`src/rtl/fetch_addr_gen_pkg.sv`:
```
// Shared widths, defaults and redirect-source encoding for the IF-stage fetch address generator.
package fetch_addr_gen_pkg;

  localparam int ADDR_BUS                = 32;
  localparam int DATA_BUS                = 32;
  localparam int INST_BYTES_DEFAULT      = 4;
  localparam int MAX_OUTSTANDING_DEFAULT = 4;
  localparam logic [ADDR_BUS-1:0] RESET_VECTOR_DEFAULT = 32'hbfc0_0000;

  typedef enum logic [1:0] {
    REDIR_NONE,
    REDIR_BRANCH,
    REDIR_EXC
  } redir_src_e;

  // Exceptions (and eret) always win over a branch in the same cycle.
  function automatic redir_src_e redir_src(input logic exc, input logic br);
    redir_src_e src;
    src = REDIR_NONE;
    if (exc) begin
      src = REDIR_EXC;
    end else if (br) begin
      src = REDIR_BRANCH;
    end
    return src;
  endfunction

endpackage

```
`src/rtl/fetch_pc_fifo.sv`:
```
// In-order FIFO of {pc, stale} for fetch requests in flight; kill_all marks every held entry stale.
module fetch_pc_fifo
  import fetch_addr_gen_pkg::*;
#(
  parameter int ADDR_WIDTH = ADDR_BUS,
  parameter int DEPTH      = MAX_OUTSTANDING_DEFAULT
) (
  input  logic                  clk,
  input  logic                  rst,
  input  logic                  push,
  input  logic [ADDR_WIDTH-1:0] push_pc,
  input  logic                  push_stale,
  input  logic                  pop,
  input  logic                  kill_all,
  output logic [ADDR_WIDTH-1:0] head_pc,
  output logic                  head_stale,
  output logic                  full,
  output logic                  empty
);

  localparam int PW = $clog2(DEPTH);

  logic [ADDR_WIDTH-1:0] pc_mem [DEPTH];
  logic [DEPTH-1:0]      stale_q, stale_d;
  logic [PW-1:0]         wr_ptr_q, wr_ptr_d, rd_ptr_q, rd_ptr_d;
  logic [PW:0]           count_q, count_d;
  logic                  push_eff, pop_eff;

  assign full       = (count_q == (PW+1)'(DEPTH));
  assign empty      = (count_q == '0);
  assign pop_eff    = pop && !empty;
  assign push_eff   = push && (!full || pop_eff);
  assign head_pc    = pc_mem[rd_ptr_q];
  assign head_stale = stale_q[rd_ptr_q];

  always_comb begin
    wr_ptr_d = wr_ptr_q + PW'(push_eff);
    rd_ptr_d = rd_ptr_q + PW'(pop_eff);
    count_d  = count_q + (PW+1)'(push_eff) - (PW+1)'(pop_eff);
  end

  // Kill touches every slot; slots without a live entry are rewritten on their next push.
  for (genvar gi = 0; gi < DEPTH; gi++) begin : g_stale
    always_comb begin
      stale_d[gi] = stale_q[gi];
      if (kill_all) begin
        stale_d[gi] = 1'b1;
      end
      if (push_eff && (wr_ptr_q == PW'(gi))) begin
        stale_d[gi] = push_stale;
      end
    end
  end

  always_ff @(posedge clk or posedge rst) begin
    if (rst) begin
      stale_q  <= '0;
      wr_ptr_q <= '0;
      rd_ptr_q <= '0;
      count_q  <= '0;
    end else begin
      stale_q  <= stale_d;
      wr_ptr_q <= wr_ptr_d;
      rd_ptr_q <= rd_ptr_d;
      count_q  <= count_d;
    end
  end

  always_ff @(posedge clk) begin
    if (push_eff) begin
      pc_mem[wr_ptr_q] <= push_pc;
    end
  end

endmodule

```
`src/rtl/fetch_addr_gen.sv`:
```
// IF-stage PC generator: valid/ready fetch requests, several in flight, redirect kill of
// outstanding responses, and in-order PC-tagged delivery of live responses to decode.
module fetch_addr_gen
  import fetch_addr_gen_pkg::*;
#(
  parameter int                    ADDR_WIDTH      = ADDR_BUS,
  parameter int                    DATA_WIDTH      = DATA_BUS,
  parameter int                    INST_BYTES      = INST_BYTES_DEFAULT,
  parameter logic [ADDR_WIDTH-1:0] RESET_VECTOR    = RESET_VECTOR_DEFAULT,
  parameter int                    MAX_OUTSTANDING = MAX_OUTSTANDING_DEFAULT
) (
  input  logic                  clk,
  input  logic                  rst,
  input  logic                  exc_flag,
  input  logic [ADDR_WIDTH-1:0] exc_addr,
  input  logic                  branch_flag,
  input  logic [ADDR_WIDTH-1:0] branch_addr,
  output logic                  req_valid,
  input  logic                  req_ready,
  output logic [ADDR_WIDTH-1:0] req_addr,
  input  logic                  resp_valid,
  output logic                  resp_ready,
  input  logic [DATA_WIDTH-1:0] resp_data,
  output logic                  out_valid,
  input  logic                  out_ready,
  output logic [ADDR_WIDTH-1:0] out_pc,
  output logic [DATA_WIDTH-1:0] out_inst,
  output logic                  misalign_err
);

  localparam logic [ADDR_WIDTH-1:0] LOW_MASK = ADDR_WIDTH'(INST_BYTES - 1);

  logic [ADDR_WIDTH-1:0] pc_q, pc_d;
  logic [ADDR_WIDTH-1:0] pend_addr_q, pend_addr_d;
  logic                  pend_valid_q, pend_valid_d;
  logic                  misalign_q, misalign_d;

  redir_src_e            src;
  logic                  redir, fire, hold, pop;
  logic [ADDR_WIDTH-1:0] raw_target, target;
  logic [ADDR_WIDTH-1:0] head_pc;
  logic                  head_stale, fifo_full, fifo_empty;

  // Reset blocks issue combinationally so no request leaks out while rst is high.
  assign req_valid    = !rst && !fifo_full;
  assign req_addr     = pc_q;
  assign fire         = req_valid && req_ready;
  assign hold         = req_valid && !req_ready;
  assign misalign_err = misalign_q;
  assign out_pc       = head_pc;
  assign out_inst     = resp_data;
  assign pop          = resp_valid && resp_ready;

  always_comb begin
    src        = redir_src(exc_flag, branch_flag);
    redir      = (src != REDIR_NONE);
    raw_target = (src == REDIR_EXC) ? exc_addr : branch_addr;
    target     = raw_target & ~LOW_MASK;
    misalign_d = redir && ((raw_target & LOW_MASK) != '0);

    pc_d         = pc_q;
    pend_valid_d = pend_valid_q;
    pend_addr_d  = pend_addr_q;
    // A held request must keep its address, so a redirect arriving then is parked.
    if (redir && !hold) begin
      pc_d         = target;
      pend_valid_d = 1'b0;
    end else if (redir) begin
      pend_valid_d = 1'b1;
      pend_addr_d  = target;
    end else if (fire && pend_valid_q) begin
      pc_d         = pend_addr_q;
      pend_valid_d = 1'b0;
    end else if (fire) begin
      pc_d = pc_q + ADDR_WIDTH'(INST_BYTES);
    end
  end

  always_comb begin
    resp_ready = 1'b0;
    out_valid  = 1'b0;
    if (!fifo_empty) begin
      if (head_stale) begin
        resp_ready = 1'b1;
      end else begin
        out_valid  = resp_valid;
        resp_ready = out_ready;
      end
    end
  end

  always_ff @(posedge clk or posedge rst) begin
    if (rst) begin
      pc_q         <= RESET_VECTOR;
      pend_valid_q <= 1'b0;
      pend_addr_q  <= '0;
      misalign_q   <= 1'b0;
    end else begin
      pc_q         <= pc_d;
      pend_valid_q <= pend_valid_d;
      pend_addr_q  <= pend_addr_d;
      misalign_q   <= misalign_d;
    end
  end

  fetch_pc_fifo #(
    .ADDR_WIDTH (ADDR_WIDTH),
    .DEPTH      (MAX_OUTSTANDING)
  ) u_fifo (
    .clk        (clk),
    .rst        (rst),
    .push       (fire),
    .push_pc    (pc_q),
    .push_stale (redir || pend_valid_q),
    .pop        (pop),
    .kill_all   (redir),
    .head_pc    (head_pc),
    .head_stale (head_stale),
    .full       (fifo_full),
    .empty      (fifo_empty)
  );

  resp_without_request: assert property (@(posedge clk) disable iff (rst) !(resp_valid && fifo_empty));

endmodule

```
`config.mk`:
```
export PLATFORM = sky130hd
export DESIGN_NAME = fetch_addr_gen
export DESIGN_NICKNAME = d
export VERILOG_FILES = /design/src/rtl/fetch_addr_gen_pkg.sv /design/src/rtl/fetch_pc_fifo.sv /design/src/rtl/fetch_addr_gen.sv
export SDC_FILE = /design/constraint.sdc
export NUM_CORES = 1
export LEC_CHECK = 0
export BUFFER_PORTS_ARGS = -buffer_cell sky130_fd_sc_hd__clkbuf_2
export CELL_PAD_IN_SITES_DETAIL_PLACEMENT = 1
export CELL_PAD_IN_SITES_GLOBAL_PLACEMENT = 1
export CORE_MARGIN = 5
export CORE_UTILIZATION = 25
export CTS_CLUSTER_DIAMETER = 80
export DETAILED_ROUTE_END_ITERATION = 8
export HOLD_SLACK_MARGIN = 0.06
export PLACE_DENSITY = 0.55
export SLEW_MARGIN = 20
export SYNTH_ARGS = -nofsm -noshare
export SYNTH_HDL_FRONTEND = slang
export SYNTH_SLANG_ARGS = --single-unit
```
`constraint.sdc`:
```
create_clock -name clk -period 4.45 [get_ports clk]
set_clock_uncertainty 0.1 [all_clocks]
set_input_delay 0 -clock clk [delete_from_list [all_inputs] [get_ports clk]]
set_output_delay 0 -clock clk [all_outputs]
set_load 0.01 [all_outputs]
```
Yosys cells after proc, flatten, opt, wreduce, memory -nomap -nowiden
Memory sizes are Yosys's and may differ from the RTL's. Cells that the tools add are included.

Input port bits: 103. Memories: 1. Bits in registers: 75. Bits in writable memories: 128.

Memories: u_fifo.pc_mem (words 4, width 32, read ports 1, clocked after memory_dff 0, wr ports 1, RTL line fetch_pc_fifo.sv:23) `logic [ADDR_WIDTH-1:0] pc_mem [DEPTH];`.

Order comparisons: 1. Reductions and logical operators: 32. Multiplexer cells: 23. Bitwise logic cells: 1. Equal/unequal tests: 6. Add/subtract/negate cells: 5.

Operators with widths (number): 32-bit two-way mux (5); 32-bit by 3-bit adder with 32-bit output, second input constant (1); 32-bit nonzero test (1); 1-bit two-way mux (16); 1-bit logical AND (13); 2-bit nonzero test (5); 2-bit equality test, second input constant (3); 3-bit nonzero test (2); 1-bit logical NOT (5); 2-bit by 1-bit adder with 2-bit output (2); 2-bit AND reduction (2); 3-bit by 1-bit adder with 3-bit output (1); 3-bit equality test, second input constant (1); 3-bit logical NOT (1); 2-bit by 3-bit less-than comparator with 1-bit output, second input constant (1); 3-bit by 1-bit subtractor with 3-bit output (1); 1-bit binary-select mux with 2-bit select (1); 2-bit by 1-bit equality test with 1-bit output, second input constant (1); 2-bit logical NOT (1); 1-bit logical OR (2); 2-bit two-way mux (1); 2-bit by 1-bit inequality test with 1-bit output, second input constant (1); 1-bit inverter (1).

Logic depth before layout (Yosys ltp)
Depth after elaboration: 10. Mapped depth: 10.

Modules after synthesis
Synthesis repeated with hierarchy kept, for this count alone.

Cells, all modules: 674. Area total of the unflattened synthesis: 9334.0 sq um.

By module, submodules not included: fetch_pc_fifo (area each 5220.0 sq um, cells an instance 215, times used 1, seq. area each 4119.0 sq um); fetch_addr_gen (area each 4113.9 sq um, cells an instance 459, times used 1, seq. area each 1562.7 sq um).

Worst setup path before layout
No wires, ideal clock.

Path kind: flip-flop to flip-flop. Start point: register u_fifo.count_q[2]. End point: register u_fifo.stale_q[1]. Required time: 4.227 ns. Cell stages (with the launch flop): 7. Buffers on the path: 1. Arrival: 3.691 ns. Path slack: 0.536 ns. Cell sequence: dfrtp_1 > or3b_1 > clkbuf_1 > nand2_1 > nor3b_1 > mux2i_1 > nand2_1.

Word-level cells in the longest chain between the ends: 8. Elaborated cells on any way between the ends: 14. Those cells by class: 1 x eq/ne; 2 x mux; 11 x reduce/logical.

Ends and longest elaborated chain: start, declared (RTL line fetch_pc_fifo.sv:26) `logic [PW:0] count_q, count_d;`; start signal, assigned (RTL line fetch_pc_fifo.sv:65) `count_q <= count_d;`; 3-bit logical NOT (RTL line fetch_pc_fifo.sv:30) `assign empty = (count_q == '0);`; 1-bit two-way mux (RTL line fetch_addr_gen.sv:82) `if (!fifo_empty) begin`; 1-bit logical AND (RTL line fetch_addr_gen.sv:52) `assign pop = resp_valid && resp_ready;`; 1-bit logical AND (RTL line fetch_pc_fifo.sv:31) `assign pop_eff = pop && !empty;`; 1-bit logical OR (RTL line fetch_pc_fifo.sv:32) `assign push_eff = push && (!full || pop_eff);`; 1-bit logical AND * (RTL line fetch_pc_fifo.sv:32); 1-bit logical AND * (RTL line fetch_pc_fifo.sv:49) `if (push_eff && (wr_ptr_q == PW'(gi))) begin`; 1-bit two-way mux or 2-bit nonzero test (tied branches); end signal, assigned (RTL line fetch_pc_fifo.sv:62) `stale_q <= stale_d;`; end, declared (RTL line fetch_pc_fifo.sv:24) `logic [DEPTH-1:0] stale_q, stale_d;`.

Mark *: on every way between the ends. The rest lies on a longest branch, timed or not. A chain may end at the register's enable or synchronous reset.

Worst setup path in the final report
Start point: register u_fifo.count_q[1]. End point: register pc_q[21], in the netlist req_addr[21].

Word-level cells in the longest chain between the ends: 8. Elaborated cells on any way between the ends: 14. Those cells by class: 2 x eq/ne; 3 x mux; 9 x reduce/logical.

Ends and longest elaborated chain: 3-bit equality test * (RTL line fetch_pc_fifo.sv:29) `assign full = (count_q == (PW+1)'(DEPTH));`; 1-bit logical NOT * (RTL line fetch_addr_gen.sv:45) `assign req_valid = !rst && !fifo_full;`; 1-bit logical AND * (RTL line fetch_addr_gen.sv:45); 1-bit logical AND (on tied branches) (RTL line fetch_addr_gen.sv:47, fetch_addr_gen.sv:48); 1-bit logical AND or 1-bit logical NOT (tied branches) (RTL line fetch_addr_gen.sv:71, fetch_addr_gen.sv:65); 32-bit two-way mux or 1-bit logical AND (tied branches) (RTL line fetch_addr_gen.sv:71, fetch_addr_gen.sv:65); 32-bit two-way mux (tied with other cells) (RTL line fetch_addr_gen.sv:68) `end else if (redir) begin`; 32-bit two-way mux or 2-bit AND reduction (tied branches); end signal, assigned (RTL line fetch_addr_gen.sv:99) `pc_q <= pc_d;`; end, declared (RTL line fetch_addr_gen.sv:33) `logic [ADDR_WIDTH-1:0] pc_q, pc_d;`.

Mark *: on every way between the ends. The rest lies on a longest branch, timed or not. The select of a mux whose other input is x is not followed.

==> results.json <==
{
  "routed_wl_um": 26600,
  "clockBufferDepth": 2,
  "fp-row-count": 69,
  "syn2layout_area_growth_pct": 28.5,
  "postCtsSetupBuffers": 0,
  "power_leakage_nw": 4.43,
  "cp.arrival_ns": 2.73,
  "post-dp-hpwl_um": 17100,
  "place_area_um2": 9880,
  "synthesis.area_um2": 8910,
  "finalHoldViolations": 0,
  "fin_area_um2": 11400,
  "drv_slew": 0,
  "clock_latency_ns": 0.45,
  "final_layout_size_suffix_gt1_share_pct": 27.8,
  "grt_pass1_vias": 6461,
  "fin_crit_ns": 2.52,
  "cp_top_family": "simple AND/OR/NAND/NOR gates",
  "wl_per_cell_um": 19.9,
  "status": "completed",
  "cp_slowest_cell": "nand2_1",
  "n_antenna_cell": 0,
  "floorplan.initialDensity_pct": 25.2,
  "place_congestion": 0.798,
  "crit_buf_inv": 0,
  "cp_cell_sequence": "or3b_1 > nand2_1 > nand2_1 > a222oi_1 > o21ai_0",
  "endpoint_kind": "register",
  "criticalPathCategory": "reg -> reg",
  "fin_nets": 971,
  "dieHeight_um": 199,
  "hp-class": "in -> reg",
  "p_per_area_nw_per_um2": 528,
  "synth_edf_count": 120,
  "syn_inst": 659,
  "grt_max_degree": 74,
  "async_flop_share_pct": 37.8,
  "ys_seq_area_share_pct": 61.1,
  "crit_required_ns": 4.66,
  "worstSetupStartpointType": "register",
  "synth.distinct_cells": 56,
  "routed_via_density": 4.61,
  "finalSetupViolCount": 0,
  "detail-route-antenna-nets": 0,
  "drtPass1Iterations": 4,
  "yosys_warnings": 0,
  "via_count": 6161,
  "antenna_found_initial": 0,
  "core_area_um2": 35400,
  "syn_avg_cell_area_um2": 13.5,
  "grt_overflow": 0,
  "ir_drop_v": 0.000295,
  "period_share_pct": 56.7,
  "grt_pass1_wl_um": 40200,
  "cts_buffers": 17,
  "cts_tree": "built",
  "cts_htree_levels": 4,
  "first_iter_violations": 242,
  "maxSlewHeadroom_pct": 30.0,
  "fin_tns_setup_ns": 0,
  "rsz0062_at_grt": "false",
  "max_cap_violations": 0,
  "worst_pin_slew_ns": 1.05,
  "drc": 0,
  "crit_fanout": 23,
  "numPortBuffers": 134,
  "max_freq_mhz": 396,
  "synth_ff_type": "edfxtp_1",
  "dieArea_um2": 39500,
  "clock_sinks": 193,
  "io_pins": 203,
  "cts_root_buf": "clkbuf_16",
  "cpMostUsedCell": "nand2_1",
  "critPathMaxStageDelay_ns": 0.54,
  "track_usage_pct": 13.4,
  "yosys_register_bits": 193,
  "path_clk_slew_ns": 0.08,
  "die_w_um": 199
}
-- metal layers --
metal	vias up	wire length, um	global-route usage [%]
met5	-	0	0
met4	0	340	3.44
met3	23	863	2.24
met2	138	13200	22.3
met1	3129	12200	18.4
li1	2871	-	-
-- cell families (layout without fill, tap and decap cells) --
logic type,count (synthesis),in the layout,synth area share (%)
AOI/OAI and AO/OA,136,136,9.44
xor gates and xnor gates,21,21,2.07
adders and majority gates,6,6,0.927
buffers and inverters,85,298,5.41
DFF,193,193,61.1
muxes,72,72,12.6
other,1,4,0.0421
and+or+nand+nor,145,145,8.37
-- cell usage after synthesis (3+ instances only) --
master | n | area share, %
edfxtp_1 | 120 | 40
dfrtp_1 | 64 | 18
o21ai_0 | 63 | 3.5
nand2_1 | 45 | 1.9
buf_4 | 37 | 3.1
mux4_2 | 31 | 7.8
mux2i_1 | 27 | 3.0
a21oi_1 | 26 | 1.5
nor2_1 | 24 | 1.0
clkbuf_1 | 19 | 0.80
nand3_1 | 16 | 0.90
mux2_2 | 14 | 1.8
nand4_1 | 14 | 0.98
buf_2 | 13 | 0.73
inv_1 | 13 | 0.55
xor2_1 | 13 | 1.3
and3_1 | 12 | 0.84
nor3_1 | 11 | 0.62
dfstp_2 | 9 | 2.7
xnor2_1 | 8 | 0.79
o22a_1 | 6 | 0.59
ha_1 | 5 | 0.70
a21o_1 | 4 | 0.34
a222oi_1 | 4 | 0.45
a31oi_1 | 4 | 0.28
and4_1 | 4 | 0.39
nor2b_1 | 4 | 0.28
a211oi_1 | 3 | 0.25
nand2b_1 | 3 | 0.21
nor3b_1 | 3 | 0.25
nor4_1 | 3 | 0.21
o221ai_1 | 3 | 0.30
-- worst min-delay path, cell delays in order --
cell and delay, ns:
clkbuf_2 0.07, mux2_2 0.18, a21oi_1 0.09, nand4_1 0.10, o211a_1 0.14
-- path summary, 6_finish.rpt --
path                              startpoint            endpoint  slack, ns  cells past startpoint
setup reg to reg           u_fifo.count_q[1]        req_addr[21]       1.93                      5
hold reg to reg              pend_addr_q[23]     pend_addr_q[23]       0.38                      2
hold / removal               branch_addr[24]        req_addr[24]       0.07                      5
min in group asynchronous                rst     pend_addr_q[30]       0.30                      4
max in group asynchronous                rst  u_fifo.rd_ptr_q[0]       3.44                      4
setup / recovery           u_fifo.count_q[1]        req_addr[21]       1.93                      5
-- per-stage QoR --
step / std cells / worst slack (ns) / utilization, % / total power (W) / hold slack, ns
after floorplan: 662 / 0.536 / - / 0.00383 / -0.00823
after global placement: 1202 / 1.97 / 27.9 / 0.00456 / -0.0999
after detailed placement: 1202 / 1.89 / 27.9 / 0.00459 / -0.0999
after CTS: 1336 / 1.89 / 32.3 / 0.00616 / 0.0629
after global routing: 1336 / 1.73 / 32.3 / 0.00640 / 0.0887
final: 1336 / 1.93 / 32.3 / 0.00604 / 0.0712
-- repair_timing --
action	CTS	global route
hold endpoints to repair	161	0
hold buffers	102	0
resized for setup	0	0
-- where the power goes --
group | leakage (nW) | internal (W) | switching [W]
Combinational | 2.22 | 0.000832 | 0.000998
Sequential | 1.95 | 0.00238 | 0.000372
Clock | 0.260 | 0.000768 | 0.000688
Total | 4.43 | 0.00398 | 0.00206
-- final cells by class --
cell class	count	area, um^2
Timing Repair Buffer	253	1820
Multi-Input combinational cell	384	3010
Fill cell	3840	24000
Inverter	13	48.8
Tap cell	461	577
Clock buffer	18	429
Sequential cell	193	5440
Clock inverter	14	115
-- placed cells by master, fill, tap and decap left out, types with 3 or more instances in the layout --
master           n
a211oi_1         3
a21o_1           4
a21oi_1         26
a222oi_1         4
a31oi_1          4
and3_1          12
and4_1           4
buf_4           16
clkbuf_16       17
clkbuf_2       134
clkinv_1         3
conb_1           4
dfrtp_1         63
dfstp_2          9
dlygate4sd3_1  102
edfxtp_1       120
ha_1             5
inv_1           12
inv_6            3
mux2_2          14
mux2i_1         27
mux4_2          31
nand2_1         45
nand2b_1         3
nand3_1         16
nand4_1         14
nor2_1          24
nor2b_1          4
nor3_1          10
nor4_1           3
o21ai_0         63
o221ai_1         3
o22a_1           6
xnor2_1          8
xor2_1          13
-- flip-flops by register name (all words and copies together) (netlist names) --
register and count:
u_fifo.count_q 3, misalign_err 1, u_fifo.rd_ptr_q 2, req_addr 30
u_fifo.wr_ptr_q 2, pend_valid_q 1, u_fifo.stale_q 4, u_fifo.pc_mem 120
pend_addr_q 30
Note: power is estimated with default switching activity, not from simulation.
